==> config.mk <==
export PLATFORM = sky130hd
export DESIGN_NAME = gray_to_binary_4bit
export DESIGN_NICKNAME = d
export VERILOG_FILES = /design/src/rtl/gray_to_binary_4bit_pkg.sv /design/src/rtl/gray_to_binary_4bit_gray2bin_comb.sv /design/src/rtl/gray_to_binary_4bit.sv
export SDC_FILE = /design/constraint.sdc
export NUM_CORES = 1
export LEC_CHECK = 0
export BUFFER_PORTS_ARGS = -buffer_cell sky130_fd_sc_hd__buf_4
export CAP_MARGIN = 20
export CORE_AREA = 2 2 39 41
export DETAILED_ROUTE_END_ITERATION = 7
export DIE_AREA = 0 0 41 43
export PLACE_DENSITY = 0.59
export SLEW_MARGIN = 20
export SYNTH_ARGS = -nofsm -noshare
export SYNTH_HDL_FRONTEND = slang
export SYNTH_SLANG_ARGS = --single-unit
==> constraint.sdc <==
create_clock -name clk -period 1.4 [get_ports clk]
set_input_delay 0.28 -clock clk [delete_from_list [all_inputs] [get_ports clk]]
set_output_delay 0.28 -clock clk [all_outputs]
set_load 0.02 [all_outputs]
==> src/rtl/gray_to_binary_4bit_pkg.sv <==
// Shared definitions for the Gray-to-binary converter and anything that
// needs a reference Gray decode at the default word width.
package gray_to_binary_4bit_pkg;

    localparam int GTB_DEFAULT_WIDTH = 4;

    typedef logic [GTB_DEFAULT_WIDTH-1:0] gtb_word_t;

    // Each binary bit is the running XOR of the Gray bits from the MSB down.
    function automatic gtb_word_t gray2bin(input gtb_word_t g);
        gtb_word_t b;
        b[GTB_DEFAULT_WIDTH-1] = g[GTB_DEFAULT_WIDTH-1];
        for (int i = GTB_DEFAULT_WIDTH - 2; i >= 0; i--) begin
            b[i] = b[i+1] ^ g[i];
        end
        return b;
    endfunction

endpackage

==> src/rtl/gray_to_binary_4bit_gray2bin_comb.sv <==
// Parameterized combinational Gray-to-binary converter.
// Each output bit is the XOR of all Gray bits at or above its position.
module gray2bin_comb
    import gray_to_binary_4bit_pkg::*;
#(
    parameter int WIDTH = GTB_DEFAULT_WIDTH
) (
    input  logic [WIDTH-1:0] gray_i,
    output logic [WIDTH-1:0] bin_o
);

    // Written as independent reductions so no output bit feeds another.
    for (genvar i = 0; i < WIDTH; i++) begin : g_prefix
        assign bin_o[i] = ^gray_i[WIDTH-1:i];
    end

endmodule

==> src/rtl/gray_to_binary_4bit.sv <==
// Registered Gray-to-binary converter with a step checker that flags
// consecutive accepted words differing in more than one bit.
module gray_to_binary_4bit
    import gray_to_binary_4bit_pkg::*;
#(
    parameter int WIDTH = GTB_DEFAULT_WIDTH
) (
    input  logic             clk,
    input  logic             rst_n,
    input  logic             in_valid,
    input  logic [WIDTH-1:0] gray,
    output logic             out_valid,
    output logic [WIDTH-1:0] binary,
    output logic             step_err
);

    localparam int CNT_W = $clog2(WIDTH + 1);

    function automatic logic [CNT_W-1:0] popcount(input logic [WIDTH-1:0] v);
        logic [CNT_W-1:0] cnt;
        cnt = '0;
        for (int i = 0; i < WIDTH; i++) begin
            cnt = cnt + CNT_W'(v[i]);
        end
        return cnt;
    endfunction

    logic [WIDTH-1:0] conv_bin;
    logic [WIDTH-1:0] binary_q, binary_d;
    logic [WIDTH-1:0] prev_gray_q, prev_gray_d;
    logic             have_prev_q, have_prev_d;
    logic             out_valid_q, out_valid_d;
    logic             step_err_q, step_err_d;

    gray2bin_comb #(
        .WIDTH (WIDTH)
    ) u_conv (
        .gray_i (gray),
        .bin_o  (conv_bin)
    );

    // Idle cycles drop the strobes but keep the last word and history.
    always_comb begin
        binary_d    = binary_q;
        prev_gray_d = prev_gray_q;
        have_prev_d = have_prev_q;
        out_valid_d = 1'b0;
        step_err_d  = 1'b0;
        if (in_valid) begin
            binary_d    = conv_bin;
            out_valid_d = 1'b1;
            step_err_d  = have_prev_q && (popcount(gray ^ prev_gray_q) > CNT_W'(1));
            prev_gray_d = gray;
            have_prev_d = 1'b1;
        end
    end

    always_ff @(posedge clk or negedge rst_n) begin
        if (!rst_n) begin
            binary_q    <= '0;
            prev_gray_q <= '0;
            have_prev_q <= 1'b0;
            out_valid_q <= 1'b0;
            step_err_q  <= 1'b0;
        end else begin
            binary_q    <= binary_d;
            prev_gray_q <= prev_gray_d;
            have_prev_q <= have_prev_d;
            out_valid_q <= out_valid_d;
            step_err_q  <= step_err_d;
        end
    end

    assign binary    = binary_q;
    assign out_valid = out_valid_q;
    assign step_err  = step_err_q;

endmodule

Yosys cells after proc, flatten, opt, wreduce, memory -nomap -nowiden
Index checks and enable logic that the tools add are counted.

Magnitude comparators: 1. Bitwise logic cells: 1. Reductions and logical operators: 4. Add/subtract/negate cells: 3. Mux-type cells: 2.

Operator list (number): 4-bit XOR reduction (1); 4-bit bitwise XOR (1); 2-bit by 1-bit adder with 3-bit output (1); 3-bit by 1-bit adder with 3-bit output (1); 3-bit by 1-bit > comparator with 1-bit output, second input constant (1); 3-bit XOR reduction (1); 1-bit by 1-bit adder with 2-bit output (1); 1-bit 2-to-1 mux (2); 2-bit XOR reduction (1); 1-bit logical AND (1).

Bits of input ports: 7. Logic and storage cells: 16. Bits in registers: 11. Output and inout port bits: 6.

Logic depth before layout (Yosys ltp)
Gate-level depths: netlist (run 1).

Word-level depth: 7. Mapped depth: 4. Mapped depth without buffers: 4.

Cells and area by module
From an unflattened synthesis (run 1), not the netlist that was laid out.

Cell total of the unflattened synthesis: 34. Area total of the unflattened synthesis: 531.8 µm².

By module, submodules not included: gray_to_binary_4bit (instances 1, area an instance 481.7 µm², cells an instance 29, sequential area each 275.3 µm²); gray2bin_comb (instances 1, area an instance 50.0 µm², cells an instance 5, sequential area each 0.0 µm²).

Worst setup path after synthesis (run 1)
Ideal clock, no wire load.

Kind: register to register. Start point: register prev_gray_q[0]. End point: register step_err_q (netlist: step_err). Data required time: 1.280 ns. Slack: 0.022 ns. Buffers on the path: 0. Library setup time: 0.120 ns. Clock period less this slack: 1.378 ns. Data arrival time: 1.259 ns. Cell stages (with the launch flop): 5. Cells stage by stage: dfrtp_1 -> xnor2_1 -> fa_1 -> o21ai_0 -> and3_1.

Word-level cells in the longest chain between the ends: 7.

RTL lines: start, declared (RTL line gray_to_binary_4bit.sv:30) `logic [WIDTH-1:0] prev_gray_q, prev_gray_d;`; start signal, assigned (RTL line gray_to_binary_4bit.sv:67) `prev_gray_q <= prev_gray_d;`; 4-bit bitwise XOR (RTL line gray_to_binary_4bit.sv:52) `step_err_d = have_prev_q && (popcount(gray ^ prev_gray_q) > CNT_W'(1));`; 1-bit by 1-bit adder with 2-bit output (RTL line gray_to_binary_4bit.sv:23) `cnt = cnt + CNT_W'(v[i]);`; 2-bit by 1-bit adder with 3-bit output (RTL line gray_to_binary_4bit.sv:23); 3-bit by 1-bit adder with 3-bit output (RTL line gray_to_binary_4bit.sv:23); 3-bit by 1-bit > comparator with 1-bit output (RTL line gray_to_binary_4bit.sv:52); 1-bit logical AND (RTL line gray_to_binary_4bit.sv:52); 1-bit 2-to-1 mux (RTL line gray_to_binary_4bit.sv:49) `if (in_valid) begin`; via step_err_d (RTL line gray_to_binary_4bit.sv:33) `logic step_err_q, step_err_d;`; end signal, assigned (RTL line gray_to_binary_4bit.sv:70) `step_err_q <= step_err_d;`; end, declared (RTL line gray_to_binary_4bit.sv:33).

The timed path passes the listed nets, and every way through them passes these cells. A chain may end at the register's enable or synchronous reset.

Worst setup path in the final report (run 1)
Same ends and word-level chain as after synthesis.

==> flow_metrics.tcl, run 1 <==
set metrics [dict create \
    outcome "finished with violations" \
    violations "negative setup slack" \
    path_buf_inv 0 \
    area_growth_pct 40.1 \
    peakVddDrop_uv 381 \
    period_share 1.00 \
    clk_latency_ps 260 \
    slew_headroom 0.848 \
    netlist_area_um2 455 \
    die_h_um 43 \
    cp.arrival_ps 1550 \
    coreArea_um2 1380 \
    initial_core_util 0.329 \
    crit_path_end_kind "flip-flop" \
    io_pins 13 \
    globalRouteOverflowTotal 0 \
    cts-root-buf "clkbuf_4" \
    via_per_inst 4.37 \
    dp.final_hpwl_um 571 \
    io_buffers 12 \
    fp.dieArea_um2 1760 \
    grt_max_degree 13 \
    layout_common_cells "buf_4, dfrtp_1, xnor2_2, xnor2_1, mux2_2" \
    maxSlewViolCount 0 \
    p_per_area_nw_per_um2 1160 \
    synth-seq-cells 10 \
    hold_viol 0 \
    crit_slowest_cell "fa_1" \
    hp-class "in2reg" \
    path_class "reg2reg" \
    h-tree-depth 1 \
    cp_top_family "adder cells" \
    track_usage 0.108 \
    final_layout_size_suffix_gt1_frac 0.569 \
    max_slew.worst_pin.slew_ps 227 \
    worstPathCellList "xnor2_2, fa_1, o21ai_1, and3_1" \
    layout.nets 61 \
    ys_types 13 \
    finalWeightedCongestion 0.707 \
    drc 0 \
    clkTransAtPathRegs_ps 60 \
    cts_sinks 10 \
    synth_area_per_cell_um2 13.8 \
    cts_buffers 3 \
    finalSetupTns_ps -2.64 \
    ys_seq_area_frac 0.549 \
    final.fill_count 134 \
    worstPathMaxFanout 2 \
    antenna_found_initial 0 \
    clockBufferDepth 2 \
    fmax_ghz 0.713 \
    cp-start-kind "flip-flop" \
    yosys.area.top_type_share 0.549 \
    leakagePower_nw 0.292 \
    yosys.area.top_type "dfrtp_1" \
    layout_commonest_cell "buf_4" \
    layout_min_cycle_time_ps 1400 \
    syn_inst 33 \
    antenna_left 0 \
    wl_per_cell_um 10.9 \
    grt_pass1_wl_um 1190 \
    yosysWarningCount 0 \
    cp.required_ps 1550 \
    setup_violations 1 \
    max_stage_delay_ps 540 \
    first_iter_violations 2 \
    drv_cap 0 \
    dr.pass1.iters 2 \
    vias 293 \
    dp_worst_setup_slack_ps -52.2 \
    synth_fp_nets 41 \
    rsz0062_at_grt "true" \
    first_global_vias 283 \
    row_count 14 \
    diodes 0 \
    fin_ws_ps -2.64 \
    synth.area.top_cells "dfrtp_1, xnor2_1, mux2_2, fa_1, xnor2_2" \
    finalClockSkew_ps 4.91 \
    drt_wl_total_um 732 \
    die_w_um 41 \
    cts_tree "yes" \
]
==> timing repair <==
item | CTS | global route
resized for setup | 4 | 0
hold buffers | 1 | 0
endpoints found under the setup margin | 1 | 1
pin swaps | 4 | 2
endpoints found under the hold margin | 10 | 0
buffers inserted | 1 | 0
==> cells in the mapped netlist <==
master   number
dfrtp_1      10
xnor2_1       7
mux2_2        4
a21oi_1       2
nor2_1        2
and3_1        1
buf_2         1
buf_4         1
fa_1          1
mux2_4        1
o21ai_0       1
or2_2         1
xnor2_2       1
==> path summary, 6_finish.rpt <==
kind,start,endpoint,slack (ps),cells after the start
max in group asynchronous,rst_n,binary[2],880,2
setup / recovery,prev_gray_q[0],step_err,-3,4
hold / removal,in_valid,out_valid,230,1
min in group asynchronous,rst_n,binary[0],380,2
hold reg to reg,have_prev_q,have_prev_q,480,1
setup reg to reg,prev_gray_q[0],step_err,-3,4
==> flip-flops by register name (all words and copies together), names as in the netlist <==
register and count:
prev_gray_q 3, have_prev_q 1, binary 4, out_valid 1
step_err 1
==> metrics by stage <==
stage | utilization | cells | hold WS (ps) | power (mW) | cell area (um^2)
3_5_place_dp | 0.416 | 62 | 114 | 0.540 | 576
2_1_floorplan | - | 33 | -15.6 | 0.460 | 455
6_report | 0.461 | 67 | 234 | 0.741 | 638
5_1_grt | 0.461 | 67 | 222 | 0.795 | 638
4_1_cts | 0.461 | 67 | 222 | 0.756 | 638
3_3_place_gp | 0.416 | 62 | 110 | 0.535 | 576
==> final cells by class <==
cell class                      count  area (um^2)  area share
Multi-Input combinational cell     21          215       0.337
Clock buffer                        3         22.5      0.0353
Timing Repair Buffer               17          130       0.204
Tap cell                           16         20.0      0.0314
Sequential cell                    10          250       0.392
==> report_power, final <==
| group | leakage [nW] | total [mW] | internal [mW] | switching (mW) |
|---|---|---|---|---|
| registers | 0.114 | 0.343 | 0.322 | 0.0203 |
| clock network | 0.0138 | 0.188 | 0.0988 | 0.0891 |
| logic | 0.165 | 0.210 | 0.116 | 0.0944 |
==> cells by family after synthesis <==
kind of cell | synth area share
flops | 0.549
xor+xnor | 0.170
mux | 0.132
simple gates | 0.0440
compound gates | 0.0330
buf+inv | 0.0275
fa+ha+maj | 0.0440
==> metal layers <==
metal,part of all wire,global-route usage
met5,0,0
met4,0,0.100
met3,0.060,0.0314
met2,0.54,0.156
met1,0.40,0.119
Note: power is estimated with default switching activity, not from simulation.
==> run 2, diff against run 1 <==
PLACE_DENSITY = 0.65   (was 0.59)
SYNTH_HIERARCHICAL = 1   (was unset)
==> run 2 against run 1 <==
- the flow now finishes without violations
- maximum frequency rose by 2.1%
- total power rose by 14%
- area after synthesis is 17% higher
- hold slack better by 11 ps
- synthesized cell count up 3.0%
- critical endpoint unchanged
- largest power group unchanged
==> flow_metrics.tcl, run 2 <==
set metrics [dict create \
    grt.busiest_layer "met2" \
    ys_seq_area_frac 0.518 \
    cts_buffers 3 \
    clockBufferDepth 2 \
    worstPathMaxFanout 2 \
    dr.pass1.iters 1 \
    cts-root-buf "clkbuf_4" \
    slew_headroom 0.857 \
    hp-class "in2reg" \
    row_count 14 \
    p_per_area_nw_per_um2 1200 \
    worstPathCellList "xnor2_2, fa_1, nand3b_1, o22ai_1" \
    die_h_um 43 \
    grt_pass1_wl_um 1460 \
    wl_per_cell_um 13.3 \
    layout_commonest_cell "buf_4" \
    netlist_area_um2 532 \
    h-tree-depth 1 \
    cts_sinks 11 \
    final_util 0.509 \
    syn_inst 34 \
    yosysWarningCount 6 \
    io_buffers 12 \
    setup_violations 0 \
    synth.area.top_cells "dfrtp_1, mux2_4, xnor2_1, fa_1, xor2_2" \
    cts_tree "yes" \
    cp.arrival_ps 1530 \
    clkTransAtPathRegs_ps 70 \
    grt_max_degree 13 \
    synth_area_per_cell_um2 15.6 \
    crit_slowest_cell "fa_1" \
    ys_types 13 \
    use_met2 0.175 \
    fp.dieArea_um2 1760 \
    coreArea_um2 1380 \
    cp.required_ps 1560 \
    outcome "completed" \
    io_pins 13 \
    maxSlewViolCount 0 \
    yosys.area.top_type "dfrtp_1" \
    final.fill_count 131 \
    track_usage 0.135 \
    fmax_ghz 0.728 \
    finalHoldWorstSlack_ps 245 \
    antenna_left 0 \
    cp-start-kind "flip-flop" \
    synthTopCellsByCount "dfrtp_1, mux2_4, xnor2_1" \
    globalRouteMet3Util 0.0471 \
    via_per_inst 4.68 \
    layout_min_cycle_time_ps 1370 \
    synth_edf_count 0 \
    globalRouteOverflowTotal 0 \
    synth-seq-cells 11 \
    vias 318 \
    layout_common_cells "buf_4, dfrtp_1, mux2_4" \
    grt_use_met1 0.156 \
    layout.nets 61 \
    peakVddDrop_uv 439 \
    postSynth.asyncResetShare 1.00 \
    max_slew.worst_pin.slew_ps 215 \
    drt_wl_total_um 905 \
    first_iter_violations 0 \
    finalClockSkew_ps 1.84 \
    path_class "reg2reg" \
    area_growth_pct 32.5 \
    finalSetupTns_ps 0 \
    hold_viol 0 \
    first_global_vias 333 \
    final_layout_size_suffix_gt1_frac 0.596 \
    max_stage_delay_ps 520 \
    regArea_um2 275 \
    synthFlopType "dfrtp_1" \
    drc 0 \
    yosys.area.top_type_share 0.518 \
    path_buf_inv 0 \
    cp_top_family "adder cells" \
    clk_latency_ps 270 \
    finalWeightedCongestion 0.740 \
    leakagePower_nw 0.334 \
    initial_core_util 0.384 \
    multiInputGateArea_um2 260 \
    diodes 0 \
    drv_cap 0 \
    synth_fp_nets 42 \
    die_w_um 41 \
    antenna_found_initial 0 \
    period_share 0.981 \
    crit_path_end_kind "flip-flop" \
    synth.most_common_cell "dfrtp_1" \
    rsz0062_at_grt "true" \
]
run 2: worst register-to-register path, delay by kind of cell, from the launching register on:
family                     cells  cell delay, ps
adders and majority gates      1             520
AOI/OAI and AO/OA              1              60
and+or+nand+nor                1             100
DFF                            1             410
xor gates and xnor gates       1             160
run 2: cell type report:
| type | instances | share of cell area |
|---|---|---|
| timing repair buffer | 16 | 0.174 |
| multi-input combinational | 21 | 0.369 |
| sequential | 11 | 0.391 |
| clock buffer | 4 | 0.0373 |
| tap | 16 | 0.0284 |
run 2: final timing paths:
kind / start / end / slack (ps) / cells past startpoint
max: prev_gray_q[0] / step_err / 30 / 4
min: in_valid / out_valid / 240 / 1
max reg2reg: prev_gray_q[0] / step_err / 30 / 4
min reg2reg: binary[3] / binary[3] / 520 / 1
max in group asynchronous: rst_n / out_valid / 880 / 2
min in group asynchronous: rst_n / step_err / 380 / 2
run 2: metal layers:
metal / up-vias / wire (um)
li1: 145 / -
met1: 160 / 379
met2: 10 / 455
met3: 3 / 39
met4: 0 / 31
met5: - / 0
run 2: report_power, final:
| group | internal, mW | switching (mW) |
|---|---|---|
| Sequential | 0.358 | 0.0260 |
| Combinational | 0.141 | 0.105 |
| Clock | 0.110 | 0.106 |
| Total | 0.610 | 0.237 |
run 2: what timing repair did:
item,4_1_cts,5_1_grt
endpoints found under the setup margin,0,1
gates resized for setup,0,3
hold buffers,1,0
endpoints found under the hold margin,11,0
setup buffers,0,1
run 2: cell families after synthesis:
family,share of synthesized area
compound gates,0.0118
xor+xnor,0.146
fa+ha+maj,0.0376
buf+inv,0.0353
flops,0.518
mux,0.219
simple gates,0.0329
run 2: through the flow:
step	instance area [um^2]	instances	power, mW	setup slack (ps)
after global placement	638	62	0.614	6.38
after CTS	674	67	0.846	2.99
after detailed placement	638	62	0.621	25.0
after floorplan	532	34	0.530	92.9
final	704	68	0.847	26.1
after global routing	704	68	0.901	-30.8
==> run 3, diff against run 2 <==
==> constraint.sdc (replaced) <==
create_clock -name clk -period 1.4 [get_ports clk]
set_input_delay 0.35 -clock clk [delete_from_list [all_inputs] [get_ports clk]]
set_output_delay 0.35 -clock clk [all_outputs]
set_load 0.02 [all_outputs]
==> run 3 against run 2 <==
- cell area grew 1.1%
- core utilization grew 0.54 points
- total power shrank 0.91%
- sequential power is essentially flat
- maximum frequency shrank 0.75%
- sequential share of layout area shrank 0.41 points
- critical path type unchanged
- largest cell class unchanged
- largest power group unchanged
==> flow_metrics.tcl, run 3 (synthesis gave the netlist of run 2 again) <==
set metrics [dict create \
    cts_sinks 11 \
    cp.required_ps 1580 \
    first_global_vias 294 \
    ff2ff_path_depth 4 \
    timing.rr.start "prev_gray_q[0]" \
    finalInstanceArea_um2 712 \
    clkTransAtPathRegs_ps 70 \
    final.fill_count 123 \
    leakagePower_nw 0.339 \
    max_slew.worst_pin.slew_ps 216 \
    cts_tree "yes" \
    antenna_left 0 \
    finalWeightedCongestion 0.696 \
    layout_commonest_cell "buf_4" \
    dr.pass1.iters 2 \
    grt_max_degree 13 \
    layout.nets 62 \
    h-tree-depth 1 \
    clk_latency_ps 260 \
    multiInputGateArea_um2 260 \
    dp_worst_setup_slack_ps -65.2 \
    cp_top_family "adder cells" \
    crit_slowest_cell "fa_1" \
    crit_path_end_kind "flip-flop" \
    finalClockSkew_ps 8.90 \
    drt_wl_total_um 855 \
    startpoint "prev_gray_q[0]" \
    p_per_area_nw_per_um2 1180 \
    layout_common_cells "buf_4, dfrtp_1, mux2_4" \
    path_class "reg2reg" \
    final_layout_size_suffix_gt1_frac 0.604 \
    clockBufferDepth 2 \
    die_w_um 41 \
    slew_headroom 0.856 \
    cts_buffers 3 \
    cts-root-buf "clkbuf_4" \
    io_buffers 12 \
    path_buf_inv 0 \
    max_stage_delay_ps 470 \
    worstPathMaxFanout 2 \
    globalRouteOverflowTotal 0 \
    critPathCapture "step_err" \
    hp-class "in2reg" \
    hold_viol 0 \
    die_h_um 43 \
    instances_no_fill 69 \
    dp.cells 63 \
    cp.arrival_ps 1560 \
    cp-start-kind "flip-flop" \
    regArea_um2 275 \
    via_per_inst 4.51 \
    peakVddDrop_uv 687 \
    setup_violations 0 \
    worstPathCellList "xnor2_2, fa_1, nand3b_1, o22ai_1" \
    rrSetupSlack_ps 20 \
    layout_min_cycle_time_ps 1380 \
    antenna_found_initial 0 \
    outcome "completed" \
    dp.final_hpwl_um 667 \
    fin_ws_ps 15.7 \
    crit_cells 4 \
    place_area_um2 646 \
    io_pins 13 \
    period_share 0.989 \
    fmax_ghz 0.722 \
    vias 311 \
    fp.dieArea_um2 1760 \
    drv_cap 0 \
    row_count 14 \
    rsz0062_at_grt "true" \
    grt_pass1_wl_um 1400 \
    r2r_end "step_err" \
    maxSlewViolCount 0 \
    first_iter_violations 1 \
    track_usage 0.127 \
    finalHoldWorstSlack_ps 317 \
    initial_core_util 0.384 \
    diodes 0 \
    coreArea_um2 1380 \
    wl_per_cell_um 12.4 \
    area_growth_pct 33.9 \
    drc 0 \
]
-- run 3: cell types whose count changed in the layout (fill, tap and decap cells not counted) --
cell   previous run  this run
buf_4            15        16
-- run 3: area by class of cell --
| class | instances | share of cell area |
|---|---|---|
| Tap cell | 16 | 0.0281 |
| Timing Repair Buffer | 17 | 0.183 |
| Sequential cell | 11 | 0.387 |
| Multi-Input combinational cell | 21 | 0.366 |
| Clock buffer | 4 | 0.0369 |
-- run 3: metrics by stage --
| stage | power [mW] | setup TNS [ps] | util |
|---|---|---|---|
| 6_report | 0.839 | 0 | 0.514 |
| 5_1_grt | 0.899 | -38.7 | 0.514 |
| 4_1_cts | 0.847 | 0 | 0.504 |
| 3_5_place_dp | 0.624 | -65.2 | 0.467 |
| 3_3_place_gp | 0.616 | -64.1 | 0.467 |
| 2_1_floorplan | 0.530 | 0 | - |
-- run 3: layer usage --
layer,vias to the layer above,global-route usage,share of wire
li1,149,-,-
met1,153,0.153,0.41
met2,7,0.181,0.53
met3,2,0.0314,0.054
met4,0,0.100,0.0094
met5,-,0,0
-- run 3: worst min path at each step --
stage | start | endpoint | slack [ps] | cells past startpoint
2_1_floorplan | rst_n | binary[0] | 50 | 0
3_3_place_gp | rst_n | step_err | 190 | 1
3_5_place_dp | rst_n | binary[1] | 190 | 1
4_1_cts | in_valid | out_valid | 310 | 1
5_1_grt | in_valid | out_valid | 300 | 1
6_report | in_valid | out_valid | 320 | 1
-- run 3: what timing repair did --
item,4_1_cts,5_1_grt
hold buffers,1,0
endpoints found under the setup margin,1,1
hold endpoints to repair,11,0
pin swaps,0,1
gates resized for setup,2,1
setup buffers,0,1
-- run 3: power breakdown --
part | switching, mW | internal (mW)
combinational | 0.106 | 0.143
sequential | 0.0251 | 0.358
clock | 0.0964 | 0.110
